File: config.mk
export PLATFORM = sky130hd
export DESIGN_NAME = ign_output_router
export DESIGN_NICKNAME = d
export VERILOG_FILES = /design/src/rtl/ign_output_router.sv
export SDC_FILE = /design/constraint.sdc
export NUM_CORES = 1
export LEC_CHECK = 0
export BUFFER_PORTS_ARGS = -buffer_cell sky130_fd_sc_hd__buf_2
export CAP_MARGIN = 20
export CORE_MARGIN = 3
export CORE_UTILIZATION = 50
export CTS_BUF_LIST = sky130_fd_sc_hd__clkbuf_16
export CTS_CLUSTER_DIAMETER = 30
export DETAILED_ROUTE_END_ITERATION = 8
export GPL_ROUTABILITY_DRIVEN = 0
export PLACE_DENSITY_LB_ADDON = 0.12
export RECOVER_POWER = 100
export SLEW_MARGIN = 30
export SYNTH_ARGS = -nofsm -noshare
export SYNTH_HDL_FRONTEND = slang
export SYNTH_SLANG_ARGS = --single-unit
File: constraint.sdc
create_clock -name clk -period 2.85 [get_ports clk]
set_input_delay 0.285 -clock clk [delete_from_list [all_inputs] [get_ports clk]]
set_output_delay 0.285 -clock clk [all_outputs]
set_load 0.01 [all_outputs]
File: src/rtl/ign_output_router.sv
// Ignition output stage: routes per-cylinder coil requests to N_CH outputs in one of
// three modes, with per-output max-dwell cutoff (sticky fault) and minimum off-time.
module ign_output_router #(
    parameter int unsigned N_CH  = 4,
    parameter int unsigned CNT_W = 16
) (
    input  logic             clk,
    input  logic             reset_n,
    input  logic             synced,
    input  logic [1:0]       mode_req,
    input  logic [N_CH-1:0]  ch_en,
    input  logic [N_CH-1:0]  drv_in,
    input  logic [CNT_W-1:0] max_dwell,
    input  logic [CNT_W-1:0] min_off,
    input  logic             fault_clr,
    output logic [N_CH-1:0]  ign_out,
    output logic [1:0]       mode_active,
    output logic [N_CH-1:0]  fault
);

    localparam int unsigned H = N_CH / 2;
    localparam logic [CNT_W-1:0] CntOne = CNT_W'(1);
    localparam logic [CNT_W-1:0] CntMax = '1;

    typedef enum logic [1:0] {StIdle, StOn, StCut, StOff} state_e;

    state_e           st_q      [N_CH];
    logic [CNT_W-1:0] on_cnt_q  [N_CH];
    logic [CNT_W-1:0] off_cnt_q [N_CH];
    logic [N_CH-1:0]  src;
    logic             all_idle;

    function automatic logic [CNT_W-1:0] sat_inc(input logic [CNT_W-1:0] v);
        return (v == CntMax) ? v : v + CntOne;
    endfunction

    always_comb begin
        src = '0;
        case (mode_active)
            2'd0: src = drv_in & ch_en;
            2'd1: begin
                for (int unsigned k = 0; k < H; k++) begin
                    src[k]   = (drv_in[k] | drv_in[k+H]) & ch_en[k];
                    src[k+H] = (drv_in[k] | drv_in[k+H]) & ch_en[k+H];
                end
            end
            2'd2:    src[0] = |(drv_in & ch_en);
            default: src = '0;
        endcase
    end

    always_comb begin
        all_idle = 1'b1;
        for (int unsigned k = 0; k < N_CH; k++) begin
            if (st_q[k] != StIdle) all_idle = 1'b0;
        end
    end

    // Mode switches only between dwells so no pulse is split across two routings.
    always_ff @(posedge clk or negedge reset_n) begin
        if (!reset_n) begin
            mode_active <= 2'd0;
        end else if (!synced || (drv_in == '0 && all_idle)) begin
            mode_active <= mode_req;
        end
    end

    always_ff @(posedge clk or negedge reset_n) begin
        if (!reset_n) begin
            for (int unsigned k = 0; k < N_CH; k++) begin
                st_q[k]      <= StIdle;
                on_cnt_q[k]  <= '0;
                off_cnt_q[k] <= '0;
            end
            ign_out <= '0;
            fault   <= '0;
        end else begin
            if (fault_clr) fault <= '0;
            for (int unsigned k = 0; k < N_CH; k++) begin
                if (!synced) begin
                    st_q[k]    <= StIdle;
                    ign_out[k] <= 1'b0;
                end else begin
                    unique case (st_q[k])
                        StIdle: begin
                            if (src[k]) begin
                                st_q[k]     <= StOn;
                                on_cnt_q[k] <= CntOne;
                                ign_out[k]  <= 1'b1;
                            end else begin
                                ign_out[k]  <= 1'b0;
                            end
                        end
                        StOn: begin
                            on_cnt_q[k] <= sat_inc(on_cnt_q[k]);
                            // A falling request takes priority over the dwell limit.
                            if (!src[k]) begin
                                st_q[k]      <= StOff;
                                off_cnt_q[k] <= CntOne;
                                ign_out[k]   <= 1'b0;
                            end else if (max_dwell != '0 && on_cnt_q[k] >= max_dwell) begin
                                st_q[k]    <= StCut;
                                fault[k]   <= 1'b1;
                                ign_out[k] <= 1'b0;
                            end else begin
                                ign_out[k] <= 1'b1;
                            end
                        end
                        StCut: begin
                            ign_out[k] <= 1'b0;
                            if (!src[k]) begin
                                st_q[k]      <= StOff;
                                off_cnt_q[k] <= CntOne;
                            end
                        end
                        StOff: begin
                            off_cnt_q[k] <= sat_inc(off_cnt_q[k]);
                            if (off_cnt_q[k] >= min_off && src[k]) begin
                                st_q[k]     <= StOn;
                                on_cnt_q[k] <= CntOne;
                                ign_out[k]  <= 1'b1;
                            end else if (off_cnt_q[k] >= min_off) begin
                                st_q[k]    <= StIdle;
                                ign_out[k] <= 1'b0;
                            end else begin
                                ign_out[k] <= 1'b0;
                            end
                        end
                    endcase
                end
            end
        end
    end

endmodule
---- Word level (Yosys, flattened, before mapping) ----
Index checks and enable logic that the tools add are counted.
word-level totals
  register bits ........................... 146
  logic and storage cells ................. 250
  output and inout bits ................... 10
  input bits .............................. 46
operators by class
  bitwise operators ....................... 7
  magnitude comparators ................... 8
  reduce and logical (&&, ||, !) cells .... 47
  muxes and demuxes ....................... 107
  add/sub/neg operators ................... 8
  eq/ne operators ......................... 58
operators with widths
  operator                                              count
  2-to-1 mux 16 bit                                     20
  one-hot mux 16 bit (3 select lines)                   4
  adder 16 x 1 -> 16 bit (second input constant)        8
  equality test 16 bit (second input constant)          8
  greater-or-equal comparator 16 bit                    8
  one-hot mux 16 bit (2 select lines)                   4
  2-to-1 mux 2 bit                                      28
  2-to-1 mux 1 bit                                      40
  != test 2 bit (second input constant)                 20
  != test 4 bit (second input constant)                 8
  one-hot mux 2 bit (4 select lines)                    4
  AND reduction 4 bit                                   8
  != test 3 bit (second input constant)                 8
  AND reduction 5 bit                                   4
  equality test 2 bit (second input constant)           9
  one-hot mux 1 bit (4 select lines)                    4
  nonzero test 16 bit                                   1
  nonzero test 2 bit                                    8
  nonzero test 3 bit                                    4
  equality test 2 x 1 -> 1 bit (second input constant)  5
  logical NOT 2 bit                                     5
  logical AND 1 bit                                     9
  OR reduction 2 bit                                    4
  one-hot mux 3 bit (2 select lines)                    1
  9 further kinds                                       13

---- Depth between registers and ports, before layout ----
  word-level depth ........................ 7
  gate-level depth with buffers ........... 11
  depth with buffers taken out ............ 9

---- Worst setup path after synthesis ----
No wires, ideal clock.
  path kind ............................... register to register
  from .................................... reg on_cnt_q[37] (netlist name)
  to ...................................... reg st_q[4] (netlist name)
  stages on the path, launching flop included .. 9
  buffers on the path ..................... 0
  arrival ................................. 2.206 ns
  required time ........................... 2.730 ns
  period minus slack after synthesis ...... 2.326 ns
  slack ................................... 0.524 ns
  library setup time ...................... 0.120 ns
  cell sequence ........................... dfrtp_1 > ha_1 > a211oi_1 > nor2_1 > or3_1 > o211a_1 > o41a_1 > nor2b_1 > o211a_1
on the way
  word-level cells in the longest chain between the ends .. 4
ends and longest elaborated chain
  element                             RTL line  text
  start: declaration                  28        logic [CNT_W-1:0] on_cnt_q [N_CH];
  start signal: indexed assignment    88        on_cnt_q[k] <= CntOne;
  start signal: indexed assignment    95        on_cnt_q[k] <= sat_inc(on_cnt_q[k]);
  start signal: indexed assignment    120       on_cnt_q[k] <= CntOne;
  greater-or-equal comparator 16 bit  101       end else if (max_dwell != '0 && on_cnt_q[k] >= max_dwell) begin
  logical AND 1 bit                   101
  != test 4 bit (no line)             n/a
  AND reduction 4 bit (no line)       n/a
  end signal: indexed assignment      98        st_q[k] <= StOff;
  end signal: indexed assignment      102       st_q[k] <= StCut;
  end signal: indexed assignment      112       st_q[k] <= StOff;
  end: declaration                    27        state_e st_q [N_CH];
Every way passes these cells.
A chain may end at the register's enable or synchronous reset.

---- Worst setup path in the final report ----
  from .................................... reg off_cnt_q[26] (netlist name)
  to ...................................... reg on_cnt_q[21] (netlist name)
on the way
  word-level cells in the longest chain between the ends .. 4
ends and longest elaborated chain
  element                             RTL line  text
  start: declaration                  29        logic [CNT_W-1:0] off_cnt_q [N_CH];
  start signal: indexed assignment    99        off_cnt_q[k] <= CntOne;
  start signal: indexed assignment    113       off_cnt_q[k] <= CntOne;
  start signal: indexed assignment    117       off_cnt_q[k] <= sat_inc(off_cnt_q[k]);
  greater-or-equal comparator 16 bit  118       if (off_cnt_q[k] >= min_off && src[k]) begin
  logical AND 1 bit                   118
  != test 2 bit (no line)             n/a
  AND reduction 5 bit (no line)       n/a
Every way passes these cells.

==> flow_summary.json <==
{
  "seq_area_frac_synth_pct": 32.0,
  "ir_worst_vdd_uv": 377,
  "setup.worst_path.class": "reg2reg",
  "mostFrequentLayoutCell": "nand2_1",
  "dpl-instance-area_sq_mm": 0.0122,
  "drv_cap": 1,
  "synth-seq-cells": 146,
  "final_area_sq_mm": 0.0128,
  "drt_iter0_markers": 574,
  "synth_warnings": 0,
  "clock_skew_ns": 0.0132,
  "die_h_um": 157,
  "synth_area_sq_mm": 0.0114,
  "grt_pass1_vias": 9321,
  "dieArea_sq_mm": 0.0247,
  "synth_cell_types": 78,
  "min_period_ns": 2.72,
  "grt_max_degree": 81,
  "die_w_um": 157,
  "synth_cells": 1331,
  "seqCellArea_sq_mm": 0.00365,
  "syn_nets": 1533,
  "finalHoldViolCount": 0,
  "area_growth_pct": 12.3,
  "port_buffers": 55,
  "arrival_ns": 3.08,
  "cts_tree": "yes",
  "hp-class": "in2reg",
  "cts-root-buf": "clkbuf_16",
  "viasPerCell": 5.93,
  "yosysTopAreaCell": "dfrtp_1",
  "antenna_found_initial": 0,
  "drive_gt1_share_pct": 10.1,
  "synth-edff-count": 0,
  "hpwl_mm": 21.2,
  "pre_cts_ws_ns": 0.104,
  "fin_util_pct": 57.9,
  "synthFlopType": "dfrtp_1",
  "grt_pass1_wl_mm": 47.0,
  "status": "finished, violations left",
  "numCtsBuffers": 17,
  "pin_count": 56,
  "relSlewSlack_pct": -49.7,
  "htreeDepth": 4,
  "wl_per_cell_um": 16.8,
  "required_ns": 3.21,
  "track_usage_pct": 23.5,
  "drt_first_pass_iters": 5,
  "num-fill-cells": 2001,
  "final_cell_mix": "nand2_1, ha_1, dfrtp_1, nor2_1, inv_1",
  "clock_latency_ns": 0.43,
  "final_nets": 1609,
  "yosys-top-cells-area": "dfrtp_1, ha_1, nand2_1",
  "cp-end-kind": "flop",
  "fin_ws_ns": 0.131,
  "vias": 10075,
  "drc": 0,
  "antenna_left": 0,
  "path_clk_slew_ns": 0.07,
  "clockBufferDepth": 2,
  "avgSynthCellArea_sq_um": 8.59,
  "maxSlewViolCount": 79,
  "cts.sink_count": 146,
  "final.setup.tns_ns": 0,
  "async_reset_ff_share_pct": 100,
  "initial_core_util_pct": 51.6,
  "multi_input_area_sq_mm": 0.00730,
  "antenna-diode-count": 0,
  "coreArea_sq_mm": 0.0222,
  "max_freq_mhz": 368,
  "fin_crit_sh_pct": 95.4,
  "p_leak_nw": 5.94,
  "yosysTopAreaCellShare_pct": 32.0,
  "wirelength_mm": 28.6,
  "p_per_area_mw_per_mm2": 709,
  "cp_max_fo": 14,
  "overflow": 0,
  "violations": "capacitance limit, slew limit",
  "setup_violations": 0,
  "crit_path_start_kind": "flop",
  "worstMarginPinSlew_ns": 2.25,
  "rows": 54
}
[sequential cells by signal, indices dropped and copies added (netlist names)]
name	count
fault	4
mode_active	2
ign_out	4
on_cnt_q	64
off_cnt_q	64
st_q	8
[synth_stat cells (all sizes together), types with 8 or more instances]
cell and number:
mux2i 16, nand3b 36, nand2b 10, nor2 90, a21oi 61, buf 20, xnor2 17, nor3 35
o221ai 40, dfrtp 146, o31ai 8, and4 9, nand2 217, clkbuf 19, o21ai 60, a22o 15
nor4 19, or4 13, inv 74, a21o 15, or3 12, a211oi 13, nand4 30, nand3 69
ha 156, xor2 14, or2 9, and2 10, and3 28
[layout make-up]
type	instances	area share (%)
Clock inverter	15	1.51
Tap cell	280	2.73
Multi-Input combinational cell	1072	56.8
Inverter	74	2.16
Timing Repair Buffer	96	4.99
Sequential cell	146	28.5
Clock buffer	17	3.31
[repair_timing]
| item | CTS | global route |
|---|---|---|
| hold buffers | 1 | 0 |
| resized for setup | 0 | 2 |
| hold endpoints to repair | 77 | 0 |
| endpoints found under the setup margin | 0 | 7 |
| setup buffers | 0 | 0 |
[routing by layer]
layer | up-vias | GRT usage, % | wire length, um
li1 | 5035 | - | -
met1 | 4842 | 35.1 | 14700
met2 | 181 | 36.2 | 12500
met3 | 17 | 4.29 | 1180
met4 | 0 | 4.26 | 260
met5 | - | 0 | 0
[worst paths after layout]
check	startpoint	endpoint	slack, ns	depth (start not counted)
setup reg to reg	off_cnt_q[26]$_DFFE_PN0P_	on_cnt_q[21]$_DFFE_PN0P_	0.13	7
hold reg to reg	fault[2]$_DFF_PN0_	fault[2]$_DFF_PN0_	0.53	1
setup / recovery	off_cnt_q[26]$_DFFE_PN0P_	on_cnt_q[21]$_DFFE_PN0P_	0.13	7
min in group asynchronous	reset_n	off_cnt_q[47]$_DFFE_PN0P_	1.04	2
max in group asynchronous	reset_n	off_cnt_q[52]$_DFFE_PN0P_	0.47	2
hold / removal	mode_req[0]	mode_active[0]$_DFFE_PN0P_	0.1	2
[metrics by stage]
step,hold WS [ns],power (mW),instances
6_report,0.0993,9.10,1700
5_1_grt,0.0939,9.78,1700
4_1_cts,0.0867,9.13,1700
3_5_place_dp,0.411,6.69,1667
3_3_place_gp,0.422,6.61,1667
2_1_floorplan,-0.0106,5.64,1331
[critical path: stages, from the launching register on]
cell and delay, ns:
dfrtp_1 0.44, ha_1 0.32, nand4_1 0.15, or4_1 0.55, o211ai_2 0.31, o221ai_4 0.26
or4_1 0.53, nand3_1 0.10
[logic make-up after synthesis]
group	Yosys count	synth area share (%)
mux	18	1.60
compound gates	265	16.4
flops	146	32.0
xor+xnor	31	2.37
simple gates	602	26.5
fa+ha+maj	156	17.1
buf+inv	113	4.12
[report_power, final]
part / internal (mW) / switching (mW) / total [mW]
Clock: 1.46 / 0.942 / 2.40
Sequential: 2.52 / 0.682 / 3.20
Combinational: 1.44 / 2.05 / 3.49
No activity file was read; power rests on OpenSTA's default activity.
